### src/rtl/mips_multicycle_control.sv
// Multicycle MIPS control unit. A Moore FSM walks each instruction through
// fetch, decode and execute steps. It drives the datapath mux selects, the
// write enables and the memory handshake, and counts retired instructions.
module mips_multicycle_control (
  input  logic        clk,
  input  logic        reset_n,
  input  logic [5:0]  opcode,
  input  logic        zero,
  input  logic        mem_ready,
  output logic        pc_en,
  output logic        iord,
  output logic        mem_read,
  output logic        mem_write,
  output logic        ir_write,
  output logic        reg_dst,
  output logic        mem_to_reg,
  output logic        reg_write,
  output logic        alu_src_a,
  output logic [1:0]  alu_src_b,
  output logic [1:0]  alu_op,
  output logic [1:0]  pc_source,
  output logic        trap,
  output logic [3:0]  state,
  output logic [31:0] instr_count
);

  typedef enum logic [3:0] {
    ST_INIT      = 4'd0,
    ST_FETCH     = 4'd1,
    ST_DECODE    = 4'd2,
    ST_MEM_ADDR  = 4'd3,
    ST_MEM_READ  = 4'd4,
    ST_MEM_WB    = 4'd5,
    ST_MEM_WRITE = 4'd6,
    ST_R_EXEC    = 4'd7,
    ST_R_WB      = 4'd8,
    ST_BRANCH    = 4'd9,
    ST_JUMP      = 4'd10,
    ST_ADDI_EXEC = 4'd11,
    ST_ADDI_WB   = 4'd12,
    ST_TRAP      = 4'd13
  } state_e;

  localparam logic [5:0] OP_RTYPE = 6'b000000;
  localparam logic [5:0] OP_LW    = 6'b100011;
  localparam logic [5:0] OP_SW    = 6'b101011;
  localparam logic [5:0] OP_BEQ   = 6'b000100;
  localparam logic [5:0] OP_J     = 6'b000010;
  localparam logic [5:0] OP_ADDI  = 6'b001000;

  // ALU operand B selects
  localparam logic [1:0] SRC_B_REG   = 2'b00;
  localparam logic [1:0] SRC_B_FOUR  = 2'b01;
  localparam logic [1:0] SRC_B_IMM   = 2'b10;
  localparam logic [1:0] SRC_B_IMMSH = 2'b11;

  // ALU operation selects
  localparam logic [1:0] ALU_ADD   = 2'b00;
  localparam logic [1:0] ALU_SUB   = 2'b01;
  localparam logic [1:0] ALU_FUNCT = 2'b10;

  // PC source selects
  localparam logic [1:0] PC_ALU    = 2'b00;
  localparam logic [1:0] PC_ALUOUT = 2'b01;
  localparam logic [1:0] PC_JUMP   = 2'b10;

  state_e      state_q, state_d;
  // armed_q holds INIT for one full cycle after reset release, so the first
  // FETCH starts on the second rising edge.
  logic        armed_q, armed_d;
  logic [31:0] count_q, count_d;
  logic        retire;

  // State, arming flag and retired-instruction counter registers
  // NOTE: non-blocking assignments make every flop sample pre-edge values, so
  // the order of statements in sequential blocks never matters.
  always_ff @(posedge clk or negedge reset_n) begin
    if (!reset_n) begin
      state_q <= ST_INIT;
      armed_q <= 1'b0;
      count_q <= '0;
    end else begin
      state_q <= state_d;
      armed_q <= armed_d;
      count_q <= count_d;
    end
  end

  // Next-state logic and Moore outputs, plus the FETCH/BRANCH input-gated enables
  // NOTE: every output gets a default before the case, so no path leaves a
  // signal unassigned and no latch is inferred.
  always_comb begin
    state_d    = state_q;
    armed_d    = 1'b1;
    retire     = 1'b0;
    pc_en      = 1'b0;
    iord       = 1'b0;
    mem_read   = 1'b0;
    mem_write  = 1'b0;
    ir_write   = 1'b0;
    reg_dst    = 1'b0;
    mem_to_reg = 1'b0;
    reg_write  = 1'b0;
    alu_src_a  = 1'b0;
    alu_src_b  = SRC_B_REG;
    alu_op     = ALU_ADD;
    pc_source  = PC_ALU;
    trap       = 1'b0;

    case (state_q)
      ST_INIT: begin
        if (armed_q) state_d = ST_FETCH;
      end

      ST_FETCH: begin
        // PC+4 goes straight back to the PC while the instruction is latched.
        mem_read  = 1'b1;
        alu_src_b = SRC_B_FOUR;
        ir_write  = mem_ready;
        pc_en     = mem_ready;
        if (mem_ready) state_d = ST_DECODE;
      end

      ST_DECODE: begin
        // Speculatively compute the branch target into ALUOut.
        alu_src_b = SRC_B_IMMSH;
        case (opcode)
          OP_LW, OP_SW: state_d = ST_MEM_ADDR;
          OP_RTYPE:     state_d = ST_R_EXEC;
          OP_BEQ:       state_d = ST_BRANCH;
          OP_J:         state_d = ST_JUMP;
          OP_ADDI:      state_d = ST_ADDI_EXEC;
          default:      state_d = ST_TRAP;
        endcase
      end

      ST_MEM_ADDR: begin
        alu_src_a = 1'b1;
        alu_src_b = SRC_B_IMM;
        case (opcode)
          OP_LW:   state_d = ST_MEM_READ;
          OP_SW:   state_d = ST_MEM_WRITE;
          default: state_d = ST_TRAP;
        endcase
      end

      ST_MEM_READ: begin
        mem_read = 1'b1;
        iord     = 1'b1;
        if (mem_ready) state_d = ST_MEM_WB;
      end

      ST_MEM_WB: begin
        reg_write  = 1'b1;
        mem_to_reg = 1'b1;
        retire     = 1'b1;
        state_d    = ST_FETCH;
      end

      ST_MEM_WRITE: begin
        mem_write = 1'b1;
        iord      = 1'b1;
        if (mem_ready) begin
          retire  = 1'b1;
          state_d = ST_FETCH;
        end
      end

      ST_R_EXEC: begin
        alu_src_a = 1'b1;
        alu_op    = ALU_FUNCT;
        state_d   = ST_R_WB;
      end

      ST_R_WB: begin
        reg_write = 1'b1;
        reg_dst   = 1'b1;
        retire    = 1'b1;
        state_d   = ST_FETCH;
      end

      ST_BRANCH: begin
        // A not-taken branch still retires.
        alu_src_a = 1'b1;
        alu_op    = ALU_SUB;
        pc_source = PC_ALUOUT;
        pc_en     = zero;
        retire    = 1'b1;
        state_d   = ST_FETCH;
      end

      ST_JUMP: begin
        pc_source = PC_JUMP;
        pc_en     = 1'b1;
        retire    = 1'b1;
        state_d   = ST_FETCH;
      end

      ST_ADDI_EXEC: begin
        alu_src_a = 1'b1;
        alu_src_b = SRC_B_IMM;
        state_d   = ST_ADDI_WB;
      end

      ST_ADDI_WB: begin
        reg_write = 1'b1;
        retire    = 1'b1;
        state_d   = ST_FETCH;
      end

      ST_TRAP: begin
        // Sticky until reset.
        trap = 1'b1;
      end

      default: begin
        // Unused encodings 14 and 15 recover into TRAP.
        state_d = ST_TRAP;
      end
    endcase
  end

  // Retired-instruction counter, wrapping naturally at 2^32
  always_comb begin
    count_d = count_q;
    if (retire) count_d = count_q + 32'd1;
  end

  assign state       = state_q;
  assign instr_count = count_q;

endmodule
### config.mk
export PLATFORM = sky130hd
export DESIGN_NAME = mips_multicycle_control
export DESIGN_NICKNAME = d
export VERILOG_FILES = /design/src/rtl/mips_multicycle_control.sv
export SDC_FILE = /design/constraint.sdc
export NUM_CORES = 1
export LEC_CHECK = 0
export CAP_MARGIN = 40
export CORE_MARGIN = 3
export CORE_UTILIZATION = 45
export CTS_CLUSTER_SIZE = 8
export DETAILED_ROUTE_END_ITERATION = 8
export PLACE_DENSITY_LB_ADDON = 0.3
export SKIP_CTS_REPAIR_TIMING = 1
export SLEW_MARGIN = 20
export SYNTH_ARGS = -nofsm -noshare
export SYNTH_HDL_FRONTEND = slang
export SYNTH_SLANG_ARGS = --single-unit
### constraint.sdc
create_clock -name clk -period 1.85 [get_ports clk]
set_input_delay 0.2775 -clock clk [delete_from_list [all_inputs] [get_ports clk]]
set_output_delay 0.2775 -clock clk [all_outputs]
set_load 0.05 [all_outputs]
After elaboration in Yosys (flattened, before gate mapping) --
Cells that the tools add are included.
Operators by class: add/subtract/negate cells 1, multiplexer cells 22, bitwise gates (word level) 1, reduce and logical (&&, ||, !) cells 10, equal/unequal tests 22
Operators with widths (number):
- one-hot mux 4 bit (10 select lines) | 1
- adder 32 x 1 -> 32 bit, second input constant | 1
- equality test 4 bit, second input constant | 6
- one-hot mux 4 bit (5 select lines) | 1
- equality test 4 x 3 -> 1 bit, second input constant | 4
- two-way mux 4 bit | 4
- equality test 6 bit, second input constant | 2
- two-way mux 1 bit | 10
- equality test 4 x 2 -> 1 bit, second input constant | 2
- != test 2 bit, second input constant | 4
- one-hot mux 2 bit (2 select lines) | 2
- one-hot mux 4 bit (2 select lines) | 1
- OR reduction 2 bit | 4
- equality test 6 x 2 -> 1 bit, second input constant | 1
- equality test 6 x 3 -> 1 bit, second input constant | 1
- equality test 6 x 4 -> 1 bit, second input constant | 1
- zero test 6 bit | 1
- one-hot mux 2 bit (3 select lines) | 1
- AND reduction 5 bit | 1
- OR reduction 5 bit | 1
- equality test 4 x 1 -> 1 bit, second input constant | 1
- zero test 4 bit | 1
- OR reduction 4 bit | 1
- one-hot mux 1 bit (3 select lines) | 1
- 3 further kinds | 3
Storage, ports and cells: flip-flop bits (word level) 37, input port bits 10, output and inout bits 52

Longest topological paths before layout --
Gate-level depths: netlist of run 1.
depth after elaboration 4, mapped depth 7, depth with buffers taken out 5

Least setup slack after synthesis of run 1 --
Ideal clock, no wire load.
kind reg2out, from reg state_q[0], in the netlist state[0], to out mem_read, path slack -0.763 ns, stages on the path, launching flop included 5, data arrival time 2.335 ns, data required time 1.572 ns, path through dfrtp_1 -> clkbuf_1 -> buf_2 -> xnor2_1 -> nor3_1
On the way: longest elaborated chain between the ends 3, elaborated cells between the ends (all ways) 4, those cells by class eq/ne: 2; mux: 1; reduce/logical: 1
Ends and longest elaborated chain:
- from (decl) | RTL line 67 | state_e state_q, state_d;
- from (signal assigned) | RTL line 83 | state_q <= state_d;
- equality test 4 x 3 -> 1 bit or equality test 4 x 1 -> 1 bit (tied branches) | RTL line 110 | case (state_q)
- OR reduction 2 bit (no line) (*)
- two-way mux 1 bit (*) | RTL line 110
- to (decl) | RTL line 12 | output logic mem_read,
Every way passes the cells marked *; elsewhere a longest branch is shown, timed or not.

Worst setup path in the final report of run 1 --
from reg state_q[0], in the netlist state[0], to out pc_en
On the way: longest elaborated chain between the ends 2, elaborated cells between the ends (all ways) 4, those cells by class eq/ne: 3; mux: 1
Ends and longest elaborated chain:
- equality test 4 bit or equality test 4 x 1 -> 1 bit (tied branches) | RTL line 110
- one-hot mux 1 bit (3 select lines) (*) | RTL line 110
- to (decl) | RTL line 10 | output logic pc_en,
Marks and branches as above.

==> results.cfg, run 1 <==
[critical_path]
cp.required_ns = 1.57
crit_fanout = 20
crit_type = reg2out
start_kind = flop
crit_path_end_kind = output pin
arrival_ns = 1.53
r2r_start = state[0]
worstSetupStartpoint = state[0]

[drt]
vias = 1951
totalWireLength_mm = 5.458
firstDrtPassIters = 4
avgViaCountPerCell = 5.590
drc = 0
ant_nets = 0
dr.first_iter.drc_count = 185
routedWlPerCell_um = 15.64

[clock_tree]
cts_tree = built
clock_sinks = 37
cts_max_level = 2
clk_pin_slew_worst_paths_ns = 0.07
clk_latency_ns = 0.29
numCtsBuffers = 5
root_buffer = clkbuf_8
clock_path_buffers = 2

[yosys]
synth-edff-count = 0
yosysMostFrequentCell = dfrtp_1
synth_top_area_share = 0.4305
ys.flop_type = dfrtp_1
yosys_warnings = 0
syn-num-nets = 227
synth.yosys.seq_area_share = 0.4305
syn_area_per_cell_um2 = 9.957
syn_inst = 216
post_synth_instance_area_um2 = 2151
ys_top_cells_by_area = dfrtp_1, xnor2_1, nor2_1, nand3_1, xor2_1
synth_top_cell_by_area = dfrtp_1
synth.top_cells.by_count = dfrtp_1, xnor2_1, nor2_1
synth_seq_cells = 37
async_reset_ff_frac = 1.000
yosysUniqueCellTypes = 51

[timing]
final_hold_viol_count = 0
period_minus_slack_ns = 1.812
clock_skew_ns = 0.005734
tightest_slew_ns = 0.5074
rsz0062_at_grt = true
fin_ws_ns = 0.03845
fin_crit_sh = 0.9792
fmax_mhz = 552.0
holdWs_ns = 0.01386
setup_violations = 0
slew_violations = 0
max_slew_margin = 0.6612

[global_route]
grt_use_met2 = 0.3279
grtUsageTotal = 0.2088
top_usage_layer = met2
grt_pass1_wl_mm = 9.011
grt_max_degree = 38
grt_pass1_vias = 1883
use_met1 = 0.2955
met3_usage = 0.04005
antenna_found_initial = 0
grt-ovfl-total = 0

[power_and_ir_drop]
powerDensity_nw_per_um2 = 1549
irDropWorstVdd_mv = 1.207
power_frac_seq = 0.215
p_sw_mw = 2.352
p_int_mw = 2.912
swShare = 0.4468
clkPwrFrac = 0.157
p_comb_frac = 0.628
p_leak_nw = 1.466
p_total_mw = 5.263

[finish]
areaGrowthSynthToFinish_pct = 58.00
antennaDiodeCount = 0
final-instance-count-excl-fill = 349
final_nets = 307
postLayoutCoreUtil = 0.7595
drive_gt1_frac = 0.3906

[job]
cap_violations = 0

[place]
place_ws_ns = -0.07286
dp_hpwl_mm = 3.890
numPortBuffers = 61
dp.cells = 336
gp_congestion = 0.9046

[die]
start_util = 0.4807
pin_count = 62
die_y_um = 75.14
core_um2 = 4474
dieArea_um2 = 5645
die_w_um = 75.14
std_cell_rows = 24

[worst_hold_path]
hold_path_class = in2async

[status]
outcome = complete, no violations
==> placed cells by master, fill, tap and decap left out, types with 3 or more instances in the layout <==
cell type,synthesis,routed
nor2_2,0,3
a21oi_1,7,7
and3_1,5,5
nand2_1,16,15
nor3_1,6,4
nand3_1,14,14
clkbuf_8,0,5
and4_1,4,4
dfrtp_2,0,19
dfrtp_1,37,18
xor2_1,8,8
nor2_4,0,5
buf_12,0,22
nand2b_4,2,3
clkdlybuf4s50_1,0,25
nand4_1,8,8
dlymetal6s2s_1,0,5
o21ai_0,4,4
and2_1,4,3
xnor2_1,25,25
nor2_1,20,12
nand3b_1,3,3
buf_4,0,28
==> per-layer routing <==
metal / routed length [µm] / share of wire / vias to the layer above
li1: - / - / 924
met1: 2412 / 0.44 / 957
met2: 2683 / 0.49 / 60
met3: 273 / 0.050 / 10
met4: 89 / 0.016 / 0
met5: 0 / 0 / -
==> state kept, by name, indices dropped and copies added, names as in the netlist <==
signal       flops
state            4
instr_count     32
armed_q          1
==> final timing paths <==
path                              endpoint  slack (ns)  depth (start not counted)
max                                  pc_en        0.04                          6
min                        instr_count[30]        0.01                          2
max reg2reg                 instr_count[5]        0.06                          7
min reg2reg                instr_count[20]        0.48                          1
max in group asynchronous         state[1]        1.47                          2
min in group clk           instr_count[20]        0.48                          1
==> critical path, cell delays in order, from the launching register on <==
cell and delay [ns]:
dfrtp_2 0.44, buf_12 0.17, nand2b_2 0.23, nor2_4 0.13
a21oi_1 0.06, nand2_2 0.08, buf_12 0.14
==> per-stage QoR <==
stage               area, µm²  TNS, ns
finish                   3398        0
global route             3398  -0.1171
CTS                      3293  -0.1569
detailed placement       3159  -0.7376
global placement         3159  -0.1904
floorplan                2270  -0.1097
==> kinds of logic after synthesis <==
group                    synth area share
multiplexers                     0.005235
flip-flops                         0.4305
adder cells (fa/ha/maj)           0.01105
buffers and inverters             0.03025
XOR/XNOR                           0.1344
AO/OA/AOI/OAI                     0.09366
AND/OR/NAND/NOR                    0.2932
other                            0.001744
==> power by group through the flow <==
stage / registers (mW) / clock network [mW] / logic (mW)
CTS: 1.13 / 0.844 / 3.10
global placement: 1.14 / 0 / 3.06
floorplan: 1.52 / 0 / 1.54
detailed placement: 1.15 / 0 / 3.09
global route: 1.15 / 0.881 / 3.48
finish: 1.13 / 0.829 / 3.30
==> cell type report <==
| type | instances | area (µm²) |
|---|---|---|
| repair buffers | 82 | 979.7 |
| inverters | 3 | 11.26 |
| multi-input cells | 167 | 1259 |
| clock inverters | 3 | 65.06 |
| clock buffers | 5 | 68.82 |
| flip-flops and latches | 37 | 949.7 |
| fillers | 298 | 1076 |
| well taps | 52 | 65.06 |
Note: power is estimated with default switching activity, not from simulation.
==> inputs of run 2 (changes only) <==
==> constraint.sdc (replaced) <==
create_clock -name clk -period 1.85 [get_ports clk]
set_input_delay 0.185 -clock clk [delete_from_list [all_inputs] [get_ports clk]]
set_output_delay 0.185 -clock clk [all_outputs]
set_load 0.05 [all_outputs]
==> run 2 against run 1 <==
Net effect: sequential share of layout area rose by 1.1 points; count of clock-buffer cells in the layout is 2 higher; setup slack improved by 0.044 ns; maximum frequency is 2.5% higher; clock skew barely moved; cell count down 1.4%; global-route usage fell by 1.2 points.
==> results.cfg, run 2 (synthesized netlist as in run 1, its figures left out) <==
[status]
outcome = complete, no violations

[global_route]
grtUsageTotal = 0.1973
antenna_found_initial = 0
grt-ovfl-total = 0
grt_max_degree = 38
grt_pass1_wl_mm = 8.680
grt_pass1_vias = 1823

[drt]
vias = 1893
ant_nets = 0
dr.first_iter.drc_count = 84
avgViaCountPerCell = 5.503
drc = 0
totalWireLength_mm = 5.211
firstDrtPassIters = 4
routedWlPerCell_um = 15.15

[timing]
fin_crit_sh = 0.9553
slew_violations = 0
final_hold_viol_count = 0
period_minus_slack_ns = 1.767
fmax_mhz = 565.8
max_slew_margin = 0.6566
clock_skew_ns = 0.005604
setup_violations = 0
tightest_slew_ns = 0.5135
rsz0062_at_grt = false
tns_ns = 0
fin_ws_ns = 0.08268

[clock_tree]
numCtsBuffers = 5
cts_tree = built
clock_path_buffers = 2
cts_max_level = 2
root_buffer = clkbuf_8
clock_sinks = 37
clk_latency_ns = 0.29
clk_pin_slew_worst_paths_ns = 0.08

[critical_path]
crit_path_end_kind = output pin
start_kind = flop
arrival_ns = 1.58
r2r_slack_ns = 0.17
r2r_cells = 6
r2r_end = instr_count[9]
crit_type = reg2out
crit_fanout = 10
worstSetupStartpoint = state[3]
r2r_start = state[3]
critical_path.endpoint = reg_write
cp.required_ns = 1.66

[finish]
drive_gt1_frac = 0.3322
final_common_cell = clkdlybuf4s50_1
areaGrowthSynthToFinish_pct = 51.77
antennaDiodeCount = 0
fin_area_um2 = 3264
largest_reg_flops = 32
final_cell_mix = clkdlybuf4s50_1, xnor2_1, dfrtp_2, dfrtp_1
final_nets = 302

[place]
dp_hpwl_mm = 3.938
gp_congestion = 0.8866
place_ws_ns = 0.008807
numPortBuffers = 61
placed_area_um2 = 3120

[job]
cap_violations = 0

[die]
die_w_um = 75.14
pin_count = 62
std_cell_rows = 24
core_um2 = 4474
start_util = 0.4807
dieArea_um2 = 5645
die_y_um = 75.14

[power_and_ir_drop]
irDropWorstVdd_mv = 1.027
p_total_mw = 4.825
p_leak_nw = 1.281
powerDensity_nw_per_um2 = 1478

[worst_hold_path]
hold_path_class = in2async
[run 2: critical path: stages, from the launching register on]
cell	delay [ns]
dfrtp_2	0.44
buf_6	0.19
clkinvlp_4	0.13
and3_1	0.17
nor2_1	0.16
nor2_4	0.05
buf_12	0.15
[run 2: stage by stage]
step / instances / util / hold WS [ns]
CTS: 341 / 0.7184 / -0.05908
finish: 344 / 0.7296 / 0.4580
detailed placement: 333 / 0.6974 / 0.2548
global placement: 333 / 0.6974 / 0.2579
floorplan: 216 / - / -0.1106
global route: 344 / 0.7296 / 0.5093
[run 2: cell type report]
class / instances / area [µm²]
Clock inverter: 1 / 7.507
Fill cell: 340 / 1210
Clock buffer: 7 / 86.33
Multi-Input combinational cell: 167 / 1246
Tap cell: 52 / 65.06
Timing Repair Buffer: 77 / 894.6
Inverter: 3 / 15.01
Sequential cell: 37 / 949.7
[run 2: worst min-delay path by stage]
stage                                 end  cells after the start
after floorplan                   armed_q                      0
after global placement    instr_count[25]                      2
after detailed placement  instr_count[25]                      2
after CTS                 instr_count[15]                      2
after global routing      instr_count[20]                      1
final                     instr_count[20]                      3
[run 2: power breakdown]
part	leakage, nW	total, mW	internal [mW]	switching [mW]
clock	0.0445	0.604	0.303	0.301
sequential	0.448	1.11	0.952	0.162
combinational	0.789	3.11	1.28	1.82
[run 2: routing by layer]
metal | share of wire | vias up | track usage
met4 | 0.014 | 0 | 0.06796
met3 | 0.051 | 7 | 0.04806
li1 | - | 913 | -
met2 | 0.50 | 64 | 0.3085
met1 | 0.43 | 909 | 0.2685
met5 | 0 | - | 0
==> inputs of run 3 (changes only) <==
Settings changed: ABC_AREA set to 1.
==> run 3 against run 2 <==
Net effect: critical endpoint is now instr_count[19]; synthesized cell count rose by 91%; total power fell by 70%; via count rose by 50%; flip-flop and latch count did not move; combinational power fell by 98%; setup slack got worse by 0.027 ns; hold slack got worse by 0.079 ns; clock skew fell by 0.0017 ns; synthesized area rose by 22%; sequential share of layout area fell by 3.4 points; maximum frequency fell by 1.5%; critical path depth fell by 5.
==> results.cfg, run 3 <==
[status]
outcome = complete, no violations

[place]
dp_hpwl_mm = 5.672
numPortBuffers = 61
gp_congestion = 0.9650
place_ws_ns = 0.1870

[critical_path]
cp_slowest_stage_delay_ns = 0.85
start_kind = flop
cp_cell_sequence = clkdlybuf4s50_1
path_buf_inv = 1
r2r_cells = 8
r2r_slack_ns = 0.24
crit_family = buffers and inverters
crit_path_end_kind = output pin
crit_type = reg2out
r2r_start = state[0]
r2r_end = instr_count[5]
arrival_ns = 1.61
crit_fanout = 7
cpMaxStageDelayCell = clkdlybuf4s50_1
cp.required_ns = 1.66

[yosys]
yosys.area_share.simple = 0.4900
post_synth_instance_area_um2 = 2630
synth_xor_area_frac = 0.04329
synth_seq_cells = 37
synth.area.mux_share = 0
synth.yosys.seq_area_share = 0.3520
syn_inst = 412
synth_top_area_share = 0.3520
yosys_warnings = 0
async_reset_ff_frac = 1.000
syn-num-nets = 423
synth-edff-count = 0
syn_area_per_cell_um2 = 6.384
synth_top_cell_by_area = dfrtp_1
yosysMostFrequentCell = nand2_1
synth.top_cells.by_count = nand2_1, nor2_1, dfrtp_1
yosysUniqueCellTypes = 29
synth_compound_area_frac = 0.04044
synthAdderAreaFrac = 0.004757
ys_top_cells_by_area = dfrtp_1, nand2_1, nor2_1, nand3_1, nand3b_1
ys.flop_type = dfrtp_1
synth_top_family_by_area = simple AND/OR/NAND/NOR gates

[die]
dieArea_um2 = 6798
die_w_um = 82.45
core_um2 = 5574
pin_count = 62
die_y_um = 82.45
start_util = 0.4718
std_cell_rows = 27

[drt]
vias = 2845
totalWireLength_mm = 7.310
dr.first_iter.drc_count = 229
avgViaCountPerCell = 5.145
firstDrtPassIters = 4
ant_nets = 0
routedWlPerCell_um = 13.22
drc = 0

[global_route]
grt_pass1_wl_mm = 12.41
grt-ovfl-total = 0
grt_max_degree = 41
antenna_found_initial = 0
grt_pass1_vias = 2820
grtUsageTotal = 0.2360

[clock_tree]
clock_sinks = 37
clock_path_buffers = 2
root_buffer = clkbuf_8
clk_latency_ns = 0.29
cts_tree = built
numCtsBuffers = 5
clk_pin_slew_worst_paths_ns = 0.07
cts_max_level = 2

[timing]
fmax_mhz = 557.2
fin_crit_sh = 0.9701
rsz0062_at_grt = false
tightest_slew_ns = 0.5248
slew_violations = 0
fin_ws_ns = 0.05523
final_hold_viol_count = 0
clock_skew_ns = 0.003912
tns_ns = 0
max_slew_margin = 0.6491
period_minus_slack_ns = 1.795
setup_violations = 0

[finish]
largest_reg_flops = 32
final_cell_mix = nand2_1, nor2_1, clkdlybuf4s50_1, dfrtp_1, nand3_1
drive_gt1_frac = 0.1185
fillCellCount = 524
areaGrowthSynthToFinish_pct = 37.58
final_common_cell = nand2_1
antennaDiodeCount = 0
multi_input_area_um2 = 1572
final_nets = 491
seq_area_um2 = 930.9

[job]
cap_violations = 0

[power_and_ir_drop]
p_leak_nw = 1.608
powerDensity_nw_per_um2 = 400.9
irDropWorstVdd_mv = 0.2667

[worst_hold_path]
hold_path_class = in2async
## run 3: report_power, final
group          internal (mW)  total [mW]  leakage, nW  switching [mW]
Combinational         0.0221      0.0519         1.07          0.0298
Sequential             0.809       0.810        0.491        0.000413
Clock                  0.304       0.589       0.0455           0.285
## run 3: how the worst max path moves through the flow
stage / from / to / cells past startpoint / slack (ns)
after floorplan: state[0] / instr_count[11] / 8 / 0.02
after global placement: instr_count[0] / instr_count[28] / 10 / 0.25
after detailed placement: instr_count[0] / instr_count[28] / 10 / 0.19
after CTS: state[0] / pc_en / 6 / 0.04
after global routing: instr_count[19] / instr_count[19] / 1 / 0.002
final: instr_count[19] / instr_count[19] / 1 / 0.06
## run 3: final cells by class
class / count / share of cell area
Multi-Input combinational cell: 334 / 0.4343
Tap cell: 72 / 0.02490
Inverter: 34 / 0.03596
Timing Repair Buffer: 68 / 0.2227
Sequential cell: 37 / 0.2573
Clock buffer: 8 / 0.02490
## run 3: per-stage QoR
stage          cells  total power, mW  instance area, µm²    util  hold slack, ns
2_1_floorplan    412           0.8353                2683       -         -0.1106
3_3_place_gp     544           0.8758                3511  0.6299          0.1655
4_1_cts          552            1.469                3601  0.6460         -0.1493
5_1_grt          553            1.521                3618  0.6492          0.4221
3_5_place_dp     544           0.8773                3511  0.6299          0.1702
6_report         553            1.451                3618  0.6492          0.3794
## run 3: cell families (layout without fill, tap and decap cells)
group	Yosys count	count (layout)
AND/OR/NAND/NOR	300	300
buffers and inverters	41	110
flip-flops	37	37
AO/OA/AOI/OAI	19	19
XOR/XNOR	13	13
adder cells (fa/ha/maj)	1	1
other	1	1
## run 3: layer usage
layer	track usage	wire length [µm]	share of wire	vias to the layer above
met4	0.08970	200	0.027	0
met2	0.4207	3625	0.50	109
li1	-	-	-	1421
met3	0.06291	568	0.078	24
met1	0.2666	2915	0.40	1291
met5	0	0	0	-
